--- config.mk ---
export PLATFORM = sky130hd
export DESIGN_NAME = fir_coef_loader
export DESIGN_NICKNAME = d
export VERILOG_FILES = /design/src/rtl/fir_coef_loader.sv
export SDC_FILE = /design/constraint.sdc
export NUM_CORES = 1
export LEC_CHECK = 0
export BUFFER_PORTS_ARGS = -buffer_cell sky130_fd_sc_hd__clkbuf_2
export CELL_PAD_IN_SITES_DETAIL_PLACEMENT = 0
export CELL_PAD_IN_SITES_GLOBAL_PLACEMENT = 1
export CORE_ASPECT_RATIO = 1.25
export CORE_MARGIN = 4
export CORE_UTILIZATION = 39
export DETAILED_ROUTE_END_ITERATION = 10
export HOLD_SLACK_MARGIN = 0.06
export PLACE_DENSITY_LB_ADDON = 0.1
export REMOVE_ABC_BUFFERS = 1
export SLEW_MARGIN = 20
export SYNTH_ARGS = -nofsm -noshare
export SYNTH_HDL_FRONTEND = slang
export SYNTH_SLANG_ARGS = --single-unit
--- constraint.sdc ---
create_clock -name clk2 -period 4.1 [get_ports clk2]
set_input_delay 0.82 -clock clk2 [delete_from_list [all_inputs] [get_ports clk2]]
set_output_delay 0.82 -clock clk2 [all_outputs]
set_load 0.05 [all_outputs]
--- src/rtl/fir_coef_loader.sv ---
// fir_coef_loader
//
// Sequencer in front of the FIR core's coefficient port. It accepts a
// ready/valid stream of NUM_COEF signed taps (tap 0 first) and writes them into
// the core's coefficient SRAM over cin/caddr/cload. It then replays a read of
// every address in ascending order so the core can shift the taps into its
// local coefficient register.
//
// Handshake: a coefficient is transferred on a rising clk2 edge where
// coef_valid and coef_ready are both high. coef_ready is combinational and
// depends only on state, rst and abort, never on coef_valid. The source holds
// coef_in stable while coef_valid is high and the word has not been taken.
// The source may stall for any number of cycles.
//
// Optional build macro: COEF_CHECKSUM_EN adds the checksum output.
//
// Ports
//   clk2        core clock, rising edge
//   rst         synchronous, active-high reset
//   start       one-cycle load request, sampled only while idle
//   abort       cancels a load in progress (IDLE on the next edge, no done)
//   coef_in     signed coefficient
//   coef_valid  coef_in valid
//   coef_ready  loader accepts coef_in this cycle
//   cin         SRAM write data (registered)
//   caddr       SRAM address (registered)
//   cload       {WEN_n, CEN_n, load_active} (registered)
//   busy        high from the edge after start until the load ends (registered)
//   done        one-cycle pulse when a load completes (registered)
//   checksum    (COEF_CHECKSUM_EN only) sign-extended sum of accepted taps
module fir_coef_loader #(
  parameter int NUM_COEF = 64,
  parameter int ADDR_W   = 6,
  parameter int DATA_W   = 16
) (
  input  logic              clk2,
  input  logic              rst,
  input  logic              start,
  input  logic              abort,
  input  logic [DATA_W-1:0] coef_in,
  input  logic              coef_valid,
  output logic              coef_ready,
  output logic [DATA_W-1:0] cin,
  output logic [ADDR_W-1:0] caddr,
  output logic [2:0]        cload,
  output logic              busy,
  output logic              done
`ifdef COEF_CHECKSUM_EN
  ,
  output logic signed [DATA_W+ADDR_W-1:0] checksum
`endif
);

  typedef enum logic [2:0] {
    IDLE   = 3'd0,
    WRITE  = 3'd1,
    RD_REQ = 3'd2,
    RD_CAP = 3'd3,
    FINISH = 3'd4
  } state_t;

  // cload codes: bit 2 = WEN_n, bit 1 = CEN_n, bit 0 = load_active
  localparam logic [2:0] CLOAD_IDLE  = 3'b110;
  localparam logic [2:0] CLOAD_HOLD  = 3'b111;
  localparam logic [2:0] CLOAD_WRITE = 3'b001;
  localparam logic [2:0] CLOAD_READ  = 3'b100;

  localparam logic [ADDR_W-1:0] LAST_IDX = ADDR_W'(NUM_COEF - 1);

  state_t            state_q, state_d;
  logic [ADDR_W-1:0] idx_q, idx_d;
  logic [DATA_W-1:0] cin_d;
  logic [ADDR_W-1:0] caddr_d;
  logic [2:0]        cload_d;
  logic              busy_d;
  logic              done_d;
  logic              accept;

  assign coef_ready = (state_q == WRITE) && !rst && !abort;
  assign accept     = coef_valid && coef_ready;

`ifdef COEF_CHECKSUM_EN
  logic signed [DATA_W+ADDR_W-1:0] sum_d;
  logic signed [DATA_W+ADDR_W-1:0] coef_sext;

  assign coef_sext = $signed({{ADDR_W{coef_in[DATA_W-1]}}, coef_in});
`endif

  always_comb begin
    state_d = state_q;
    idx_d   = idx_q;
    cin_d   = cin;
    caddr_d = caddr;
    cload_d = cload;
    busy_d  = busy;
    done_d  = 1'b0;
`ifdef COEF_CHECKSUM_EN
    sum_d   = checksum;
`endif

    case (state_q)
      IDLE: begin
        if (start && !abort) begin
          state_d = WRITE;
          cload_d = CLOAD_HOLD;
          busy_d  = 1'b1;
          idx_d   = '0;
`ifdef COEF_CHECKSUM_EN
          sum_d   = '0;
`endif
        end
      end

      WRITE: begin
        if (accept) begin
          cin_d   = coef_in;
          caddr_d = idx_q;
          cload_d = CLOAD_WRITE;
`ifdef COEF_CHECKSUM_EN
          sum_d   = checksum + coef_sext;
`endif
          if (idx_q == LAST_IDX) begin
            state_d = RD_REQ;
            idx_d   = '0;
          end else begin
            idx_d = idx_q + 1'b1;
          end
        end else begin
          // Stall: deselect the SRAM, keep the last written word on cin/caddr.
          cload_d = CLOAD_HOLD;
        end
      end

      RD_REQ: begin
        caddr_d = idx_q;
        cload_d = CLOAD_READ;
        state_d = RD_CAP;
      end

      RD_CAP: begin
        // Core captures SRAM Q during this cycle, so caddr must not move.
        cload_d = CLOAD_HOLD;
        if (idx_q == LAST_IDX) begin
          state_d = FINISH;
        end else begin
          idx_d   = idx_q + 1'b1;
          state_d = RD_REQ;
        end
      end

      FINISH: begin
        cload_d = CLOAD_IDLE;
        busy_d  = 1'b0;
        done_d  = 1'b1;
        caddr_d = '0;
        state_d = IDLE;
      end

      default: begin
        state_d = IDLE;
      end
    endcase

    // Abort looks like reset to the core, except cin keeps its last value.
    if (abort && (state_q != IDLE)) begin
      state_d = IDLE;
      idx_d   = '0;
      cin_d   = cin;
      caddr_d = '0;
      cload_d = CLOAD_IDLE;
      busy_d  = 1'b0;
      done_d  = 1'b0;
`ifdef COEF_CHECKSUM_EN
      sum_d   = '0;
`endif
    end
  end

  always_ff @(posedge clk2) begin
    if (rst) begin
      state_q  <= IDLE;
      idx_q    <= '0;
      cin      <= '0;
      caddr    <= '0;
      cload    <= CLOAD_IDLE;
      busy     <= 1'b0;
      done     <= 1'b0;
`ifdef COEF_CHECKSUM_EN
      checksum <= '0;
`endif
    end else begin
      state_q  <= state_d;
      idx_q    <= idx_d;
      cin      <= cin_d;
      caddr    <= caddr_d;
      cload    <= cload_d;
      busy     <= busy_d;
      done     <= done_d;
`ifdef COEF_CHECKSUM_EN
      checksum <= sum_d;
`endif
    end
  end

endmodule

Yosys cells after proc, flatten, opt, wreduce, memory -nomap -nowiden

Cells that the tools add are included.

Bitwise gates (word level): 1
Muxes and demuxes: 18
Eq/ne operators: 9
Reduce and logical (&&, ||, !) cells: 20
Add/sub/neg operators: 1

Operators with widths:

| operator                                                        | count |
|---|---|
| 6-bit case mux with 3 select lines                              | 2 |
| 6-bit 2-to-1 mux                                                | 5 |
| 3-bit 2-to-1 mux                                                | 6 |
| 3-bit case mux with 5 select lines                              | 1 |
| 3-bit case mux with 4 select lines                              | 1 |
| 3-bit nonzero test                                              | 3 |
| 6-bit by 1-bit adder with 6-bit output, second input constant   | 1 |
| 3-bit by 2-bit == test with 1-bit output, second input constant | 2 |
| 6-bit == test, second input constant                            | 1 |
| 2-bit != test, second input constant                            | 3 |
| 2-bit AND reduction                                             | 3 |
| 3-bit AND reduction                                             | 2 |
| 1-bit logical AND                                               | 5 |
| 5-bit nonzero test                                              | 1 |
| 4-bit AND reduction                                             | 1 |
| 3-bit by 1-bit == test with 1-bit output, second input constant | 1 |
| 3-bit == test, second input constant                            | 1 |
| 3-bit logical NOT                                               | 1 |
| 1-bit logical NOT                                               | 2 |
| 1-bit 2-to-1 mux                                                | 2 |
| 2-bit by 1-bit != test with 1-bit output, second input constant | 1 |
| 1-bit case mux with 2 select lines                              | 1 |
| 2-bit nonzero test                                              | 1 |
| 2-bit OR reduction                                              | 1 |
| 1-bit NOT                                                       | 1 |

Bits in registers: 36

Logic depth before layout (Yosys ltp)

Depth after elaboration: 6
Depth in mapped cells: 7
Mapped depth without buffers: 5

Least setup slack after synthesis

Ideal clock, no wire load.

Kind: input to output
Start: in abort
End: out coef_ready
Arrival: 2.121 ns
Cell stages on the path: 3
Required time: 3.280 ns
Setup slack: 1.159 ns
Path through: buf_2 -> or4b_1 -> nor2_1

Longest elaborated chain between the ends: 2

RTL lines:

| what              | line | RTL |
|---|---|---|
| from (decl)       | 39   | `input logic abort,` |
| 1-bit logical NOT | 79   | `assign coef_ready = (state_q == WRITE) && !rst && !abort;` |
| 1-bit logical AND | 79   |  |
| to (decl)         | 42   | `output logic coef_ready,` |

Every way passes these cells.

Final worst setup path

Start: in rst
End: out coef_ready

Longest elaborated chain between the ends: 3

RTL lines:

| what                            | line | RTL |
|---|---|---|
| from (decl)                     | 37   | `input logic rst,` |
| 1-bit logical NOT               | 79   |  |
| 1-bit logical AND (2 in series) | 79   |  |

Every way passes these cells.

==> summary.md <==
| Metric | Value |
|---|---|
| Clock tree sinks | 36 |
| Hold-fix buffers, CTS | 0 |
| Pwr/cell area | about 350 mW/mm2 |
| RR Startpoint | state_q[0] |
| Post-Syn Area | around 0.0016 mm2 |
| Netlist cell types | 40 |
| Status | completed |
| CTS tree | done |
| Fin Clk Skew | between 0.006 and 0.007 ns |
| Antenna Nets Post-Route | 0 |
| Vias in the first global route | approximately 1400 |
| Final #Nets | 260 |
| Antenna violations before repair | 0 |
| Die width | 65.4 um |
| CTS max path bufs | 2 |
| Hold wc startpoint | cin[2] |
| Core Footprint | approximately 0.0039 mm2 |
| CP Launch Type | input port |
| #FFs+latches synth | 36 |
| Wirelength per Cell | 13.4 um |
| CTS resizes | 0 |
| Worst skew pair latency | ~0.29 ns |
| Dpl hpwl | between 2 and 3 mm |
| RSZ-0062 raised after global routing | false |
| Worst Max-Slew Pin Slew | slightly above 0.7 ns |
| Die Ht | 79.8 um |
| Wire length after detailed routing | between 3 and 4 mm |
| Crit Path Category | input port to primary output |
| Relative slew slack | a little over half |
| Via density per instance | approximately 5 |
| Gpl congestion | roughly 0.84 |
| Root buf cell | clkbuf_8 |
| Crit path time final | between 2 and 3 ns |
| Final Hold Viols | 0 |
| Global Route Usage Sum | between 10% and 20% |
| Full die area | 0.00522 mm2 |
| Max IR drop VDD | between 0.2 and 0.25 mV |
| Fmax | 348 MHz |
| Final Max Slew Viols | 0 |
| Drt drc | 0 |
| Via count | 1497 |
| Top_reg_cell synth | dfxtp_1 |
| Largest net degree at the start of global routing | 25 |
| Ratio of cells with drive above 1 in the final layout | 25.1% |
| Drt pass-1 iters | 4 |
| Placement Cell Area | between 0.0015 and 0.002 mm2 |
| Final setup vio count | 0 |
| Hold Path Class | flip-flop to flip-flop |
| Total setup buffers inserted after CTS | 0 |
| Synth Area per Inst | about 8.4 um2 |
| Max-Cap Viols | 0 |
| Finished Cell Area | around 0.002 mm2 |
| Layout area overhead | 21.6% |
| Final period utilization | 70.1% |
| Starting density of the core | about two fifths |
| Antenna Cells | 0 |
| Worst-path clk slew | ~0.06 ns |
| Post-synth EDFFs | 0 |
| 1st-iter DRT viols | 33 |
| CP Max Fanout | 24 |
| CP endpoint kind | primary output |
| H-tree depth | 2 |
| Row cnt | 25 |
| Yosys warnings | 0 |
| # port buffers | 48 |
| # IOs | 49 |
| WP data required | about 3.3 ns |
| Async SR Flop Fraction | 0% |
| Leak | about 0.8 nW |
| Total grt overflow | 0 |
| CTS buffer count | 5 |
| CP startpoint | rst |
| First-pass GRT wire length | between 6 and 7 mm |
| Register area share after synthesis | 44.9% |
| WP data arrival | between 2 and 2.5 ns |
| Hold Slack | about 0.45 ns |
| Setup TNS | 0 ns |
| Synth Instances | 192 |
## stage by stage
| step | setup slack, ns | instances | power (mW) | utilization [%] |
|---|---|---|---|---|
| 2_1_floorplan | 1.28 | 182 | 0.408 | - |
| 3_3_place_gp | 1.21 | 285 | 0.434 | 48.0 |
| 3_5_place_dp | 1.21 | 285 | 0.435 | 48.0 |
| 4_1_cts | 1.21 | 293 | 0.690 | 50.4 |
| 5_1_grt | 1.16 | 293 | 0.711 | 50.4 |
| 6_report | 1.22 | 293 | 0.682 | 50.4 |
## where the power goes
part | switching [mW] | internal [mW] | total (mW)
Sequential | 0.00519 | 0.354 | 0.360
Combinational | 0.0445 | 0.0233 | 0.0677
Clock | 0.117 | 0.137 | 0.254
## cells in the mapped netlist (2+ instances only)
cell	n	area share, %
and3_1	2	0.78
dfxtp_1	36	45
clkbuf_1	5	1.2
o211ai_1	5	2.3
nor2_1	8	1.9
nand2b_1	3	1.2
o211a_1	2	1.2
inv_1	3	0.70
buf_2	2	0.62
a22oi_1	3	1.4
nor3_1	6	1.9
nand3_1	7	2.2
a22o_1	6	3.3
o21a_1	2	0.93
o21ai_0	7	2.2
o21ai_1	4	1.2
buf_6	2	1.4
a21oi_1	26	8.1
nor2b_1	3	1.2
nand2_1	40	9.3
## layout make-up
| cell class | count | area (um2) |
|---|---|---|
| multi-input cells | 143 | 816 |
| repair buffers | 49 | 248 |
| clock buffers | 8 | 90.1 |
| flip-flops and latches | 36 | 721 |
| well taps | 54 | 67.6 |
| fillers | 411 | 1930 |
| inverters | 3 | 11.3 |
## worst max-delay path, stage by stage
cell and delay, ns:
clkbuf_2 0.08, buf_4 0.20, or4b_1 0.54, nor2_1 0.11, clkbuf_2 0.29
## placed cells by master (no fill, tap or decap), drive strengths merged, types with 2 or more instances in the layout
cell / synthesis / routed
clkbuf: 5 / 56
nand2: 40 / 40
dfxtp: 36 / 36
a21oi: 27 / 27
o21ai: 11 / 11
nor2: 8 / 8
nand3: 7 / 7
nor3: 6 / 6
a22o: 6 / 6
o211ai: 5 / 5
nor2b: 3 / 3
a22oi: 3 / 3
nand2b: 3 / 3
inv: 3 / 3
o21a: 2 / 2
o211a: 2 / 2
and3: 2 / 2
## final timing paths
check / to / slack, ns / cells after the start
hold / removal: cin[2] / 0.45 / 2
setup reg to reg: state_q[1] / 2.11 / 4
setup / recovery: coef_ready / 1.22 / 5
hold reg to reg: cin[2] / 0.45 / 2
## cells by family (layout without fill, tap and decap cells)
group	after synthesis	in the layout	synth area share, %
adders and majority gates	1	1	0.779
DFF	36	36	44.9
AOI/OAI and AO/OA	64	64	25.5
buffers and inverters	13	60	4.36
and+or+nand+nor	77	77	23.9
xor gates and xnor gates	1	1	0.545
## flip-flops by register name, summed over array words and instances, names as in the netlist
signal / flops
caddr: 6
done: 1
idx_q: 6
state_q: 3
busy: 1
cload: 3
cin: 16
## routing by layer
metal | wire, um | global-route usage, %
met1 | 1780 | 18.1
met4 | 89 | 7.26
met3 | 227 | 3.94
met2 | 1840 | 26.5
met5 | 0 | 0
Note: power is estimated with default switching activity, not from simulation.
